<file path="src/rtl/dvs_ravens_pkg.sv">
// Shared types and defaults for the RAVENS-side event path.
// Latency: n/a (types and constants only).
// Backpressure: n/a.
package dvs_ravens_pkg;

   localparam int EVENT_BITS         = 16;
   localparam int FIFO_DEPTH_DEFAULT = 16;
   localparam int NUM_EVENT_SRC      = 2;

   typedef logic [EVENT_BITS-1:0] dvs_event_t;

   // Index width that stays legal for a single requester.
   function automatic int idx_bits(input int n);
      return (n > 1) ? $clog2(n) : 1;
   endfunction

endpackage

</file>
<file path="src/rtl/dvs_rr_arbiter.sv">
// Round-robin arbiter: one registered one-hot grant per cycle among eligible sources.
// Latency: grant is visible the cycle after eligibility is seen.
// Backpressure: enable_i low withholds the grant and freezes the rr pointer.
module dvs_rr_arbiter
   import dvs_ravens_pkg::*;
#(
   parameter int NUM_SRC = 2,
   localparam int IDX_BITS = idx_bits(NUM_SRC)
) (
   input  logic                clk,
   input  logic                rst,
   input  logic [NUM_SRC-1:0]  eligible_i,
   input  logic                enable_i,
   output logic [NUM_SRC-1:0]  grant_o,
   output logic [IDX_BITS-1:0] grant_idx_o
);

   logic [IDX_BITS-1:0] rr_q, rr_d;
   logic [NUM_SRC-1:0]  grant_q, grant_d;
   logic [IDX_BITS-1:0] idx_q, idx_d;
   logic                win_vld;
   logic [IDX_BITS-1:0] win_idx;
   logic [IDX_BITS-1:0] cand;

   // Scan from rr_q upward with wrap; the nearest eligible source wins.
   always_comb begin
      win_vld = 1'b0;
      win_idx = '0;
      cand    = '0;
      for (int k = NUM_SRC - 1; k >= 0; k--) begin
         cand = IDX_BITS'((int'(rr_q) + k) % NUM_SRC);
         if (eligible_i[cand]) begin
            win_vld = 1'b1;
            win_idx = cand;
         end
      end
   end

   // Commit the winner only when allowed; rr moves just past it.
   always_comb begin
      grant_d = '0;
      idx_d   = idx_q;
      rr_d    = rr_q;
      if (enable_i && win_vld) begin
         grant_d[win_idx] = 1'b1;
         idx_d            = win_idx;
         rr_d             = (win_idx == IDX_BITS'(NUM_SRC - 1)) ? '0 : win_idx + IDX_BITS'(1);
      end
   end

   // Grant is a single-cycle registered pulse; rst drops any in-flight grant.
   always_ff @(posedge clk) begin
      if (rst) begin
         rr_q    <= '0;
         grant_q <= '0;
         idx_q   <= '0;
      end else begin
         rr_q    <= rr_d;
         grant_q <= grant_d;
         idx_q   <= idx_d;
      end
   end

   assign grant_o     = grant_q;
   assign grant_idx_o = idx_q;

endmodule

</file>
<file path="src/rtl/dvs_event_fifo_arbiter.sv">
// Arbitrates event sources round-robin, buffers their write beats, serves a FWFT reader.
// Latency: req -> grant 1 edge; data stored 2 edges after grant rises; rd_valid the cycle after.
// Backpressure: a full buffer withholds grants; the reader stalls via rd_ready.
module dvs_event_fifo_arbiter
   import dvs_ravens_pkg::*;
#(
   parameter int NUM_SRC = NUM_EVENT_SRC,
   parameter int DEPTH   = FIFO_DEPTH_DEFAULT,
   localparam int PTR_BITS = $clog2(DEPTH)
) (
   input  logic                          clk,
   input  logic                          rst,
   input  logic [NUM_SRC-1:0]            src_req,
   output logic [NUM_SRC-1:0]            src_grant,
   input  logic [NUM_SRC-1:0]            src_wr_en,
   input  logic [NUM_SRC*EVENT_BITS-1:0] src_event,
   output logic                          rd_valid,
   input  logic                          rd_ready,
   output logic [EVENT_BITS-1:0]         rd_event,
   output logic [PTR_BITS:0]             count,
   output logic                          proto_err
);

   localparam int IDX_BITS = idx_bits(NUM_SRC);
   localparam int CW       = PTR_BITS + 2;

   dvs_event_t          mem_q [DEPTH];
   logic [PTR_BITS-1:0] wr_ptr_q, wr_ptr_d;
   logic [PTR_BITS-1:0] rd_ptr_q, rd_ptr_d;
   logic [PTR_BITS:0]   count_q, count_d;
   logic                exp_vld_q;
   logic [IDX_BITS-1:0] exp_idx_q;
   logic                proto_err_q, proto_err_d;

   logic [NUM_SRC-1:0]  grant;
   logic [IDX_BITS-1:0] grant_idx;
   logic [NUM_SRC-1:0]  eligible;
   logic [NUM_SRC-1:0]  exp_mask;
   dvs_event_t          wr_data;
   logic                pending;
   logic                wr_fire;
   logic                rd_fire;
   logic                miss;
   logic                stray;
   logic                space_ok;
   logic [CW-1:0]       committed;

   // A source granted this cycle still holds req; mask it so it is not granted twice.
   assign eligible = src_req & ~grant;

   dvs_rr_arbiter #(
      .NUM_SRC(NUM_SRC)
   ) u_arb (
      .clk         (clk),
      .rst         (rst),
      .eligible_i  (eligible),
      .enable_i    (space_ok),
      .grant_o     (grant),
      .grant_idx_o (grant_idx)
   );

   // Select the expected source's beat and flag wr_en from anyone else.
   always_comb begin
      exp_mask = '0;
      wr_data  = '0;
      for (int k = 0; k < NUM_SRC; k++) begin
         if (exp_vld_q && (IDX_BITS'(k) == exp_idx_q)) begin
            exp_mask[k] = 1'b1;
            wr_data     = src_event[k*EVENT_BITS +: EVENT_BITS];
         end
      end
   end

   assign pending  = |grant;
   assign wr_fire  = exp_vld_q & src_wr_en[exp_idx_q];
   assign miss     = exp_vld_q & ~src_wr_en[exp_idx_q];
   assign stray    = |(src_wr_en & ~exp_mask);
   assign rd_fire  = rd_valid & rd_ready;

   // Everything already promised to the buffer after this edge; a new grant needs one more slot.
   assign committed = CW'(count_q) + CW'(pending) + CW'(wr_fire) - CW'(rd_fire);
   assign space_ok  = committed < CW'(DEPTH);

   // Pointer/count bookkeeping; simultaneous write and pop leaves count unchanged.
   always_comb begin
      wr_ptr_d    = wr_fire ? wr_ptr_q + PTR_BITS'(1) : wr_ptr_q;
      rd_ptr_d    = rd_fire ? rd_ptr_q + PTR_BITS'(1) : rd_ptr_q;
      count_d     = count_q;
      proto_err_d = proto_err_q | miss | stray;
      case ({wr_fire, rd_fire})
         2'b10:   count_d = count_q + (PTR_BITS+1)'(1);
         2'b01:   count_d = count_q - (PTR_BITS+1)'(1);
         default: count_d = count_q;
      endcase
   end

   // Control state; rst wins over any beat in flight.
   always_ff @(posedge clk) begin
      if (rst) begin
         wr_ptr_q    <= '0;
         rd_ptr_q    <= '0;
         count_q     <= '0;
         exp_vld_q   <= 1'b0;
         exp_idx_q   <= '0;
         proto_err_q <= 1'b0;
      end else begin
         wr_ptr_q    <= wr_ptr_d;
         rd_ptr_q    <= rd_ptr_d;
         count_q     <= count_d;
         exp_vld_q   <= |grant;
         exp_idx_q   <= grant_idx;
         proto_err_q <= proto_err_d;
      end
   end

   // Event storage; contents are only observable through a valid pointer.
   always_ff @(posedge clk) begin
      if (!rst && wr_fire) begin
         mem_q[wr_ptr_q] <= wr_data;
      end
   end

   assign src_grant = grant;
   assign rd_valid  = (count_q != '0);
   assign rd_event  = rd_valid ? mem_q[rd_ptr_q] : '0;
   assign count     = count_q;
   assign proto_err = proto_err_q;

endmodule

</file>
<file path="config.mk">
export PLATFORM = sky130hd
export DESIGN_NAME = dvs_event_fifo_arbiter
export DESIGN_NICKNAME = d
export VERILOG_FILES = /design/src/rtl/dvs_ravens_pkg.sv /design/src/rtl/dvs_rr_arbiter.sv /design/src/rtl/dvs_event_fifo_arbiter.sv
export SDC_FILE = /design/constraint.sdc
export NUM_CORES = 1
export LEC_CHECK = 0
export BUFFER_PORTS_ARGS = -buffer_cell sky130_fd_sc_hd__buf_2
export CAP_MARGIN = 40
export CELL_PAD_IN_SITES_DETAIL_PLACEMENT = 0
export CELL_PAD_IN_SITES_GLOBAL_PLACEMENT = 2
export CORE_MARGIN = 2
export CORE_UTILIZATION = 43
export CTS_CLUSTER_DIAMETER = 100
export DETAILED_ROUTE_END_ITERATION = 8
export PLACE_DENSITY = 0.77
export SLEW_MARGIN = 20
export SYNTH_ARGS = -nofsm -noshare
export SYNTH_HDL_FRONTEND = slang
export SYNTH_SLANG_ARGS = --single-unit
</file>
<file path="constraint.sdc">
create_clock -name clk -period 3.15 [get_ports clk]
set_input_delay 0.63 -clock clk [delete_from_list [all_inputs] [get_ports clk]]
set_output_delay 0.63 -clock clk [all_outputs]
set_load 0.05 [all_outputs]
</file>
## Word level (Yosys, flattened, before mapping)

Memory sizes are Yosys's and may differ from the RTL's. A register that Yosys moved wholly into a read port is not among the register bits.
Index checks and enable logic that the tools add are counted.

| word-level totals | value |
|---|---|
| register bits after elaboration | 20 |
| memory bits (writable) | 256 |
| input port bits | 39 |
| output and inout bits | 25 |
| word-level logic and storage cells | 73 |
| memories | 1 |

| operators by class | value |
|---|---|
| add/subtract/negate cells | 9 |
| $lt $le $gt $ge | 6 |
| eq/ne operators | 2 |
| muxes and demuxes | 23 |
| bitwise gates (word level) | 12 |
| reductions and logical operators | 11 |

Memories:

| name | words | width | read ports | clocked after memory_dff | wr ports | line | source |
|---|---|---|---|---|---|---|---|
| mem_q | 16 | 16 | 1 | 1 | 1 | dvs_event_fifo_arbiter.sv:27 | `dvs_event_t mem_q [DEPTH];` |

Operator list:

| kind | count |
|---|---|
| $mux W16 | 3 |
| $mux W1 | 16 |
| $pmux W5 S2 | 1 |
| $add A4 B1 Y4 const B | 2 |
| $lt A1 B2 Y1 const B | 4 |
| $mux W4 | 2 |
| $add A5 B1 Y6 | 1 |
| $add A6 B1 Y6 | 1 |
| $lt A6 B5 Y1 const B | 1 |
| $reduce_or A2 Y1 | 3 |
| $sub A6 B1 Y6 | 1 |
| $add A5 B1 Y5 const B | 1 |
| $logic_and A1 B1 Y1 | 5 |
| $reduce_bool A5 Y1 | 1 |
| $sub A5 B1 Y5 const B | 1 |
| $and A2 B2 Y2 | 2 |
| $not A2 Y2 | 2 |
| $and A1 B1 Y1 | 3 |
| $not A1 Y1 | 3 |
| $add A1 B1 Y1 const B | 2 |
| $eq A2 B1 Y1 const B | 1 |
| $eq A2 B2 Y1 const B | 1 |
| $or A1 B1 Y1 | 2 |
| $reduce_bool A2 Y1 | 1 |
| 3 further kinds | 3 |

## Longest topological paths before layout

| depth | value |
|---|---|
| depth after elaboration | 10 |
| gate-level depth with buffers | 13 |
| gate-level depth less buffers | 12 |

## By module

From an unflattened synthesis, not the netlist that was laid out.

| unflattened totals | value |
|---|---|
| cell total of the unflattened synthesis | 643 |
| area, all modules | 11395.9 µm² |

Modules (own cells, without submodules):

| module | times used | cells each | area each (µm²) | sequential area each (µm²) |
|---|---|---|---|---|
| dvs_event_fifo_arbiter | 1 | 628 | 11259.5 | 8087.8 |
| dvs_rr_arbiter | 1 | 15 | 136.4 | 80.1 |

## Least setup slack after synthesis

OpenSTA, ideal clock, no wires.

| timing path | value |
|---|---|
| path kind | flip-flop to flip-flop |
| start | reg count_q[2] (netlist: count[2]) |
| end | reg u_arb.idx_q (netlist: u_arb.grant_idx_o) |
| setup time | 0.121 ns |
| arrival | 3.559 ns |
| required time | 3.029 ns |
| setup slack | -0.531 ns |
| cell stages (with the launch flop) | 14 |
| buffers on the path | 1 |
| period minus slack after synthesis | 3.681 ns |
| cell sequence | dfxtp_1 > inv_1 > ha_1 > nor4b_1 > nor2b_1 > clkbuf_1 > ha_1 > inv_1 > ha_1 > a211oi_2 > nor4b_1 > mux2_1 > or4b_4 > mux2_4 |

| on the way | value |
|---|---|
| longest elaborated chain between the ends | 5 |
| elaborated cells between the ends (all ways) | 7 |
| classes of those cells | add/sub: 3; order compare: 1; bitwise: 1; reduce/logical: 2 |

Ends and longest elaborated chain:

| item | line | source |
|---|---|---|
| start, declared | dvs_event_fifo_arbiter.sv:30 | `logic [PTR_BITS:0] count_q, count_d;` |
| start signal, assigned | dvs_event_fifo_arbiter.sv:109 | `count_q <= count_d;` |
| $reduce_bool A5 Y1 | dvs_event_fifo_arbiter.sv:124 | `assign rd_valid = (count_q != '0);` |
| $and A1 B1 Y1 | dvs_event_fifo_arbiter.sv:78 | `assign rd_fire = rd_valid & rd_ready;` |
| net rd_fire | dvs_event_fifo_arbiter.sv:42 | `logic rd_fire;` |
| $sub A6 B1 Y6 | dvs_event_fifo_arbiter.sv:81 | `assign committed = CW'(count_q) + CW'(pending) + CW'(wr_fire) - CW'(rd_fire);` |
| $lt A6 B5 Y1 | dvs_event_fifo_arbiter.sv:82 | `assign space_ok = committed < CW'(DEPTH);` |
| $logic_and A1 B1 Y1 | dvs_rr_arbiter.sv:44 | `if (enable_i && win_vld) begin` |
| end signal, assigned | dvs_rr_arbiter.sv:60 | `idx_q <= idx_d;` |
| end, declared | dvs_rr_arbiter.sv:20 | `logic [IDX_BITS-1:0] idx_q, idx_d;` |

The timed path passes the listed nets, and every way through them passes these cells.
A chain may end at the register's enable or synchronous reset.

==> metrics.txt <==
status=finished with violations; failing checks=setup timing; Critical Path AT=2.56 ns; Syn Nets=633; Die Wd=166 um; Layout area overhead=22.0%; Tmin final=3.19 ns; relative slew slack=58.0%; maximum VDD drop=384 uV; Max Root-Sink Buffers=3; Mapped Cells=577; starting density of the core=43.7%; Synth Warn #=0; Wirelength per Cell=22.0 um; sequential area share after synthesis=71.9%; fin nets=769; Main synth FF type=edfxtp_1; PnR Total Power=9.87 mW; Worst Setup Start Kind=register; Synth Area per Inst=19.7 um2; DR DRC count=0; global placement routability congestion=0.742; Hold Fails Final Rpt=0; number of diodes=0; Netlist cell types=37; initial antenna violation count=0; GRT Residual Overflow=0; final period utilization=101%; vias in the first global route=5972; row count=59; Placed Instances=998; RR Startpoint=count[2]$_SDFFE_PP0P_; crit path capture type=output pin; IO buf count=63; vias per inst=5.34; pwr/cell area=713 mW/mm2; DR iter-0 viols=423; worst-skew pair later-pin latency=0.53 ns; largest net degree at the start of global routing=33; first-pass GRT wire length=36.0 mm; detailed-route wire length=23.6 mm; Final ANT Viol Nets=0; total global-route track usage=17.1%; layout cell share with drive strength beyond 1=40.1%; TritonRoute pass-1 iters=4; Worst-Margin Slew=0.627 ns; critical path type=reg2out; HPWL Detailed=14.5 mm; Die Ht=166 um; IO Count=64; Reg-to-Reg End=u_arb.grant_idx_o$_SDFFE_PP0P_; EDFF count, synth=256; #FFs+latches synth=280; Worst R2R Setup Slack=0.14 ns; leakage=4.67 nW; Worst Hold Class=in2reg; # fillers=2056; Post-synth ARST share=0%; root buffer cell=clkbuf_16; Vias=5705; CP Capture Point=rd_event[13]; Max Freq=314 MHz; Sink Count=280; clock skew=0.00700 ns; final setup vio count=8; clk slew on worst S/H paths=0.06 ns; Netlist Area Pre-Place=0.0114 mm2; Num CTS Buffers=28; max-slew violation count=0; reg2reg path depth=12; TritonCTS clock tree=built; CP max FO=8; total die area=0.0277 mm2; Non-Filler Instances=1069; number of max-cap violations=0; Final Hold Slack=0.432 ns; RSZ-0062 raised after global routing=yes; CP required=2.52 ns; H-tree level count=1; setup ws final=-0.0369 ns; core area=0.0260 mm2
[logic make-up (layout without fill, tap and decap cells)]
group / count (synthesis) / in the layout / synth area share, %
flops: 280 / 280 / 71.9
simple gates: 104 / 104 / 4.84
mux: 103 / 103 / 18.0
buf+inv: 44 / 201 / 1.55
compound gates: 21 / 21 / 1.10
fa+ha+maj: 17 / 17 / 1.94
xor+xnor: 8 / 8 / 0.617
[per-layer routing]
layer / vias up / wire length, um / GRT usage [%]
met5: - / 0 / 0
met3: 30 / 1140 / 2.47
met2: 142 / 12200 / 29.7
met1: 2944 / 9720 / 23.1
met4: 0 / 512 / 4.24
li1: 2589 / - / -
[where the power goes]
group	internal, mW	switching [mW]	total (mW)
clock network	1.75	1.33	3.07
registers	4.23	0.0478	4.28
logic	1.25	1.28	2.52
total	7.23	2.65	9.87
[synth_stat cells, types with 5 or more instances]
master	instances	area share, %
edfxtp_1	256	68
dfxtp_1	24	4.2
xor2_1	5	0.39
inv_1	13	0.43
buf_2	9	0.40
mux4_2	80	16
ha_1	16	1.8
and2_1	16	0.88
nor2_1	33	1.1
clkbuf_1	16	0.53
nor2b_1	22	1.2
nand2_1	10	0.33
mux2i_1	19	1.7
nor3_1	8	0.35
a21oi_1	10	0.44
[state kept, by name, summed over array words and instances, names as in the netlist, named ones only]
name / cells
count: 5
exp_idx_q: 1
exp_vld_q: 1
mem_q: 256
proto_err: 1
rd_ptr_q: 4
u_arb.grant_idx_o: 1
u_arb.grant_o: 2
u_arb.rr_q: 1
wr_ptr_q: 4
[layout make-up]
| type | count | area [um2] | area share [%] |
|---|---|---|---|
| Multi-Input combinational cell | 253 | 3120 | 22.5 |
| Clock buffer | 32 | 737 | 5.32 |
| Tap cell | 335 | 419 | 3.03 |
| Sequential cell | 280 | 8180 | 59.1 |
| Clock inverter | 19 | 114 | 0.822 |
| Timing Repair Buffer | 135 | 1220 | 8.80 |
| Inverter | 15 | 56.3 | 0.407 |
[worst max-delay path, stage by stage (launching register included)]
cell     delay, ns
dfxtp_4       0.38
buf_12        0.16
buf_16        0.14
mux4_2        0.51
mux4_2        0.51
and2_4        0.18
buf_6         0.14
[cell usage in the layout, fill, tap and decap left out, types with 10 or more instances in the layout]
cell,count
a21oi_1,10
and2_4,14
buf_12,11
buf_2,47
buf_4,51
buf_6,16
clkbuf_16,30
clkinv_1,11
dfxtp_1,17
edfxtp_1,256
ha_1,13
inv_1,10
mux2i_1,19
mux4_2,80
nand2_1,10
nor2_1,33
nor2b_1,19
[how the worst min path moves through the flow]
stage	end	slack, ns	cells after the start	start
floorplan	exp_idx_q$_SDFF_PP0_	0.44	1	u_arb.grant_idx_o$_SDFFE_PP0P_
global placement	proto_err$_SDFF_PP0_	0.46	2	proto_err$_SDFF_PP0_
detailed placement	proto_err$_SDFF_PP0_	0.46	2	proto_err$_SDFF_PP0_
CTS	proto_err$_SDFF_PP0_	0.41	4	src_wr_en[0]
global route	proto_err$_SDFF_PP0_	0.44	4	src_wr_en[0]
finish	proto_err$_SDFF_PP0_	0.43	4	src_wr_en[0]
[timing repair]
item	in CTS	in global routing
setup buffers	5	1
hold buffers	0	0
gates cloned	2	1
setup endpoints to repair	16	20
pin swaps	0	1
resized for setup	52	6
[metrics by stage]
step	util, %	setup slack [ns]	TNS, ns	instance area [um2]
CTS	52.7	-0.0730	-0.498	13700
global route	53.3	-0.100	-1.19	13800
global placement	48.3	0.0384	0	12600
floorplan	-	-0.00816	-0.0163	11400
detailed placement	48.4	0.0300	0	12600
finish	53.3	-0.0369	-0.134	13800
Power figures use the tool's default switching activity.
